File: src/rtl/ld_mem_port_pkg.sv
// Local types for ld_mem_port: tag-pipe entry and FSM states.
package ld_mem_port_pkg;

    typedef struct packed {
        logic       v;
        logic [1:0] mode;
    } tag_t;

    typedef enum logic [1:0] {
        S_IDLE   = 2'd0,
        S_ACTIVE = 2'd1,
        S_DRAIN  = 2'd2
    } state_t;

endpackage

File: src/rtl/pkg_en.sv
// Token types shared by the load/store network.
// Forward tokens carry data; backward tokens carry nack.
package pkg_en;

    localparam int WIDTH_DATA = 8;

    typedef struct packed {
        logic                  v;
        logic                  a;
        logic                  r;
        logic [1:0]            c;
        logic [WIDTH_DATA-1:0] d;
    } FTk_t;

    typedef struct packed {
        logic       n;
        logic [1:0] c;
    } BTk_t;

endpackage

File: src/rtl/pkg_mem.sv
// Memory-side defaults and access-mode bit positions.
package pkg_mem;

    localparam int MEM_LATENCY_DEF = 2;
    localparam int DEPTH_RET_DEF   = 8;

    localparam int MODE_FIRST = 0;
    localparam int MODE_LAST  = 1;

endpackage

File: src/rtl/RingBuffCTRL.sv
// Ring-buffer bookkeeping: pointers, occupancy, full/empty.
module RingBuffCTRL #(
    parameter int DEPTH = 8,
    parameter int AW    = $clog2(DEPTH)
) (
    input  logic          clock,
    input  logic          reset,
    input  logic          push,
    input  logic          pop,
    output logic [AW-1:0] wr_ptr,
    output logic [AW-1:0] rd_ptr,
    output logic [AW:0]   count,
    output logic          full,
    output logic          empty
);

    localparam int CW = AW + 1;

    always_ff @(posedge clock) begin
        if (reset) begin
            wr_ptr <= '0;
            rd_ptr <= '0;
            count  <= '0;
        end else begin
            if (push) wr_ptr <= wr_ptr + AW'(1);
            if (pop)  rd_ptr <= rd_ptr + AW'(1);
            if (push && !pop)      count <= count + CW'(1);
            else if (!push && pop) count <= count - CW'(1);
        end
    end

    assign full  = count == CW'(DEPTH);
    assign empty = count == '0;

endmodule

File: src/rtl/ld_mem_tagpipe.sv
// Fixed-latency tag shift register aligned with memory read data.
module ld_mem_tagpipe
    import ld_mem_port_pkg::*;
#(
    parameter int LAT = 2,
    parameter int IFW = $clog2(LAT + 1)
) (
    input  logic           clock,
    input  logic           reset,
    input  logic           in_v,
    input  logic [1:0]     in_mode,
    output logic           tail_v,
    output logic [1:0]     tail_mode,
    output logic [IFW-1:0] inflight
);

    tag_t pipe [LAT];

    always_ff @(posedge clock) begin
        if (reset) begin
            for (int i = 0; i < LAT; i++) pipe[i] <= '0;
        end else begin
            pipe[0] <= '{v: in_v, mode: in_mode};
            for (int i = 1; i < LAT; i++) pipe[i] <= pipe[i-1];
        end
    end

    assign tail_v    = pipe[LAT-1].v;
    assign tail_mode = pipe[LAT-1].mode;

    always_comb begin
        inflight = '0;
        for (int i = 0; i < LAT; i++) begin
            inflight = inflight + IFW'(pipe[i].v);
        end
    end

endmodule

File: src/rtl/ld_mem_port.sv
// Load port: issues reads, tags returns, buffers words with nack.
// LD_MEM_PORT_OUTREG_EN registers the returned token.
module ld_mem_port
    import pkg_en::*;
    import pkg_mem::*;
    import ld_mem_port_pkg::*;
#(
    parameter int WIDTH_ADDR  = 8,
    parameter int MEM_LATENCY = MEM_LATENCY_DEF,
    parameter int DEPTH_RET   = DEPTH_RET_DEF
) (
    input  logic                  clock,
    input  logic                  reset,
    input  logic                  I_Req,
    input  logic [1:0]            I_AccessMode,
    input  logic [WIDTH_ADDR-1:0] I_Address,
    output logic                  O_Mem_Re,
    output logic [WIDTH_ADDR-1:0] O_Mem_Addr,
    input  logic [WIDTH_DATA-1:0] I_Mem_Data,
    output FTk_t                  O_Ld_FTk,
    input  BTk_t                  I_Ld_BTk,
    output BTk_t                  O_Ld_BTk,
    output logic                  O_Busy
);

    localparam int AW  = $clog2(DEPTH_RET);
    localparam int CW  = AW + 1;
    localparam int IFW = $clog2(MEM_LATENCY + 1);
    localparam int SW  = AW + 2;

    logic           accept;
    logic           nack;
    logic           tail_v;
    logic [1:0]     tail_mode;
    logic [IFW-1:0] inflight;
    logic           push;
    logic           pop;
    logic           full;
    logic           empty;
    logic [AW-1:0]  wr_ptr;
    logic [AW-1:0]  rd_ptr;
    logic [CW-1:0]  count;
    logic           out_v;
    logic           out_v_nxt;
    logic [SW-1:0]  occ;
    FTk_t           ret_mem [DEPTH_RET];
    FTk_t           head;
    state_t         state;
    logic           unused_btk;

    assign unused_btk = ^I_Ld_BTk.c;

    assign accept     = I_Req & ~nack;
    assign O_Mem_Re   = accept;
    assign O_Mem_Addr = I_Address;

    ld_mem_tagpipe #(
        .LAT (MEM_LATENCY),
        .IFW (IFW)
    ) u_tagpipe (
        .clock     (clock),
        .reset     (reset),
        .in_v      (accept),
        .in_mode   (I_AccessMode),
        .tail_v    (tail_v),
        .tail_mode (tail_mode),
        .inflight  (inflight)
    );

    assign push = tail_v;

    RingBuffCTRL #(
        .DEPTH (DEPTH_RET),
        .AW    (AW)
    ) u_ring (
        .clock  (clock),
        .reset  (reset),
        .push   (push),
        .pop    (pop),
        .wr_ptr (wr_ptr),
        .rd_ptr (rd_ptr),
        .count  (count),
        .full   (full),
        .empty  (empty)
    );

    always_ff @(posedge clock) begin
        if (push) begin
            ret_mem[wr_ptr] <= '{
                v: 1'b1,
                a: tail_mode[MODE_FIRST],
                r: tail_mode[MODE_LAST],
                c: 2'b00,
                d: I_Mem_Data
            };
        end
    end

    assign head = ret_mem[rd_ptr];

`ifdef LD_MEM_PORT_OUTREG_EN
    FTk_t out_q;
    logic load;

    assign load = ~empty & (~out_q.v | ~I_Ld_BTk.n);
    assign pop  = load;

    always_ff @(posedge clock) begin
        if (reset) begin
            out_q <= '0;
        end else if (load) begin
            out_q <= head;
        end else if (out_q.v && !I_Ld_BTk.n) begin
            out_q <= '0;
        end
    end

    assign O_Ld_FTk  = out_q;
    assign out_v     = out_q.v;
    assign out_v_nxt = load | (out_q.v & I_Ld_BTk.n);
`else
    assign pop       = ~empty & ~I_Ld_BTk.n;
    assign O_Ld_FTk  = empty ? '0 : head;
    assign out_v     = 1'b0;
    assign out_v_nxt = 1'b0;
`endif

    // Everything accepted but not yet handed over reserves an entry.
    assign occ  = SW'(count) + SW'(inflight) + SW'(out_v);
    assign nack = occ >= SW'(DEPTH_RET);

    always_comb begin
        O_Ld_BTk   = '0;
        O_Ld_BTk.n = nack;
    end

    logic [CW-1:0]  count_nxt;
    logic [IFW-1:0] inflight_nxt;
    logic           inflight_zero;
    logic           held_zero;

    assign count_nxt     = count + CW'(push) - CW'(pop);
    assign inflight_nxt  = inflight + IFW'(accept) - IFW'(tail_v);
    assign inflight_zero = inflight_nxt == '0;
    assign held_zero     = (count_nxt == '0) && !out_v_nxt;

    always_ff @(posedge clock) begin
        if (reset) begin
            state <= S_IDLE;
        end else begin
            unique case (state)
                S_IDLE: begin
                    if (accept) state <= S_ACTIVE;
                end
                S_ACTIVE: begin
                    if (!accept && inflight_zero) begin
                        state <= held_zero ? S_IDLE : S_DRAIN;
                    end
                end
                S_DRAIN: begin
                    if (accept)         state <= S_ACTIVE;
                    else if (held_zero) state <= S_IDLE;
                end
                default: state <= S_IDLE;
            endcase
        end
    end

    assign O_Busy = state != S_IDLE;

    a_no_overflow: assert property (
        @(posedge clock) disable iff (reset) !(push && full)
    ) else $fatal(1, "ld_mem_port: return buffer overflow");

endmodule

File: config.mk
export PLATFORM = sky130hd
export DESIGN_NAME = ld_mem_port
export DESIGN_NICKNAME = d
export VERILOG_FILES = /design/src/rtl/ld_mem_port_pkg.sv /design/src/rtl/pkg_en.sv /design/src/rtl/pkg_mem.sv /design/src/rtl/RingBuffCTRL.sv /design/src/rtl/ld_mem_tagpipe.sv /design/src/rtl/ld_mem_port.sv
export SDC_FILE = /design/constraint.sdc
export NUM_CORES = 1
export LEC_CHECK = 0
export BUFFER_PORTS_ARGS = -buffer_cell sky130_fd_sc_hd__buf_2
export CAP_MARGIN = 20
export CORE_ASPECT_RATIO = 2
export CORE_MARGIN = 1
export CORE_UTILIZATION = 45
export CTS_CLUSTER_DIAMETER = 120
export DETAILED_ROUTE_END_ITERATION = 7
export PLACE_DENSITY = 0.62
export SYNTH_ARGS = -nofsm -noshare
export SYNTH_HDL_FRONTEND = slang
export SYNTH_SLANG_ARGS = --single-unit
File: constraint.sdc
create_clock -name clock -period 5.19 [get_ports clock]
set_input_delay 0.519 -clock clock [delete_from_list [all_inputs] [get_ports clock]]
set_output_delay 0.519 -clock clock [all_outputs]
set_load 0.02 [all_outputs]
==> impl_metrics.yaml <==
placed_design:
  dpl_cell_area_mm2: 0.004474
  place_ws_ns: 2.175
  dp_hpwl_um: 4963
  portBuffers: 27
  placedCellCount: 383
  place_congestion: 0.7234
synth:
  ys_types: 34
  yosysTopAreaCellShare_pct: 56.06
  synth_largest_area_cell: "edfxtp_1"
  synth_edf_count: 80
  synth_commonest_cells: "edfxtp_1, nor2_1, dfxtp_1"
  avgSynthCellArea_um2: 16.11
  yosysSeqAreaShare_pct: 65.87
  yosys_warnings: 0
  synth_area_mm2: 0.004285
  synth.most_common_cell: "edfxtp_1"
  ys.flop_type: "edfxtp_1"
  synthTopCellsByArea: "edfxtp_1, mux4_2, dfxtp_1, ha_1, mux2i_1"
  ys_ff_latch: 101
  ys_async_sr_fraction_pct: 0
  syn_inst: 266
detailed_routing:
  dr.pass1.iters: 8
  dr.first_iter.drc_count: 231
  vias: 2164
  antenna_left: 0
  drc: 7
  viasPerCell: 5.370
  wl_per_cell_um: 18.23
  wl_um: 7347
timing:
  finalClockSkew_ns: 0.005851
  post-route-period-util_pct: 57.62
  finalSetupViolations: 0
  tns_ns: 0
  hold_viol_final: 0
  timing.fmax_ghz: 0.3344
  slew_viol_final: 0
  relSlewSlack_pct: 29.34
  tightest_slew_ns: 1.056
  finalWorstSetupSlack_ns: 2.200
  rsz0062_at_grt: "no"
  finalCriticalPeriod_ns: 2.990
die:
  die_y_um: 140.0
  io_pins: 50
  initial_core_util_pct: 45.97
  die_w_um: 71.01
  fp-row-count: 50
  dieArea_mm2: 0.009941
  design.core.area_mm2: 0.009321
clock_network:
  cts_tree: "done"
  numCtsBuffers: 9
  cts.repair.resized: 0
  insertion_delay_ns: 0.34
  cts_buffer_depth: 2
  cts_hold_buf: 0
  postCtsSetupBuffers: 0
  clk_pin_slew_ns: 0.07
  cts_root_buffer: "clkbuf_16"
  cts_max_level: 3
  cts_sinks: 101
grt:
  antenna_found_initial: 0
  grt_overflow: 0
  first_global_vias: 2262
  grt_pass1_wl_um: 12040
  track_usage_pct: 16.65
  grt_max_degree: 22
pwr:
  pwr-share-seq_pct: 41.3
  internal_power_mw: 1.654
  pwr-share-comb_pct: 27.9
  peakVddDrop_mv: 0.2929
  switchingPower_mw: 0.6870
  p_leak_nw: 1.707
  powerDensity_mw_per_mm2: 482.0
  swShare_pct: 29.35
  pwr-share-clk_pct: 30.8
setup_path:
  critPathKind: "reg2reg"
  crit_arrival_ns: 3.21
  cp.required_ns: 5.41
  rr_worst_depth: 13
  end_kind: "flop"
  cp-start-kind: "flop"
  cp_max_fo: 14
worst_hold_path:
  hold_depth: 2
  hold_class: "in2reg"
finish:
  final_nets: 336
  final_area_mm2: 0.004857
  antenna_cells: 0
  fin_util_pct: 52.11
  syn_to_final_growth_pct: 13.34
  layout-drive-gt1-share_pct: 26.09
  fin_cells: 403
outcome:
  violations: "DRC"
  status: "finished with violations"
flow_run:
  cap_violations: 0
[stage by stage]
stage	power [mW]	hold WS (ns)
2_1_floorplan	1.482	0.4138
3_3_place_gp	1.638	0.4174
3_5_place_dp	1.656	0.4277
5_1_grt	2.473	0.4068
4_1_cts	2.375	0.3943
6_report	2.341	0.3905
[area by class of cell]
class | instances | area (um^2)
repair buffers | 36 | 221.5
clock buffers | 12 | 289.0
fillers | 770 | 4464
flip-flops and latches | 101 | 2823
inverters | 13 | 48.80
well taps | 104 | 130.1
clock inverters | 4 | 48.80
multi-input cells | 133 | 1296
[logic make-up (layout without fill, tap and decap cells)]
family,Yosys count,in the layout,synth area share (%)
flops,101,101,65.87
simple gates,52,52,5.868
buf+inv,35,65,4.263
mux,33,33,13.58
fa+ha+maj,18,18,5.781
compound gates,18,18,2.920
xor+xnor,8,8,1.635
other cells,1,4,0.08751
[flip-flops by register name (all words and copies together) (netlist names), named ones only]
signal,count
ret_mem,80
state,2
u_ring.count,4
u_ring.rd_ptr,3
u_ring.wr_ptr,3
u_tagpipe.pipe,6
[cell usage in the layout, fill, tap and decap left out, types with 5 or more instances in the layout]
| cell type | synthesis | final |
|---|---|---|
| ha_1 | 15 | 15 |
| xnor2_1 | 5 | 5 |
| nand2b_1 | 5 | 5 |
| buf_6 | 0 | 5 |
| clkbuf_16 | 0 | 11 |
| buf_2 | 2 | 27 |
| a21oi_1 | 6 | 6 |
| dfxtp_1 | 21 | 21 |
| nor2b_1 | 5 | 5 |
| nor2_1 | 29 | 29 |
| edfxtp_1 | 80 | 80 |
| mux2i_1 | 12 | 12 |
| mux4_2 | 20 | 20 |
| inv_1 | 13 | 13 |
[power by group through the flow]
stage	sequential, mW	combinational, mW	clock (mW)
finish	0.966	0.652	0.722
global placement	0.985	0.653	0
detailed placement	0.987	0.669	0
global route	0.975	0.731	0.768
CTS	0.969	0.671	0.735
floorplan	0.957	0.525	0
[worst max-delay path, cell delays in order (launching register included)]
cell      delay [ns]
dfxtp_1         0.43
inv_1           0.12
ha_1            0.21
nor3b_2         0.15
buf_4           0.21
nor2_1          0.25
inv_1           0.08
ha_1            0.21
inv_1           0.13
ha_1            0.28
a21oi_1         0.19
a211oi_1        0.10
a31oi_1         0.18
mux2_2          0.35
[layer usage]
| layer | part of all wire [%] | track usage [%] | vias up | wire length (um) |
|---|---|---|---|---|
| li1 | - | - | 1026 | - |
| met3 | 3.2 | 3.669 | 8 | 232 |
| met5 | 0 | 0 | - | 0 |
| met2 | 57 | 30.26 | 45 | 4181 |
| met1 | 38 | 18.97 | 1085 | 2812 |
| met4 | 1.6 | 5.684 | 0 | 121 |
[worst paths after layout]
path                        startpoint                    to  slack, ns
setup reg to reg       u_ring.count[2]       u_ring.count[3]       2.20
hold / removal         I_AccessMode[1]  u_tagpipe.pipe[0][1]       0.39
hold reg to reg   u_tagpipe.pipe[0][1]  u_tagpipe.pipe[0][4]       0.44
setup / recovery       u_ring.count[2]       u_ring.count[3]       2.20
Power figures use the tool's default switching activity.
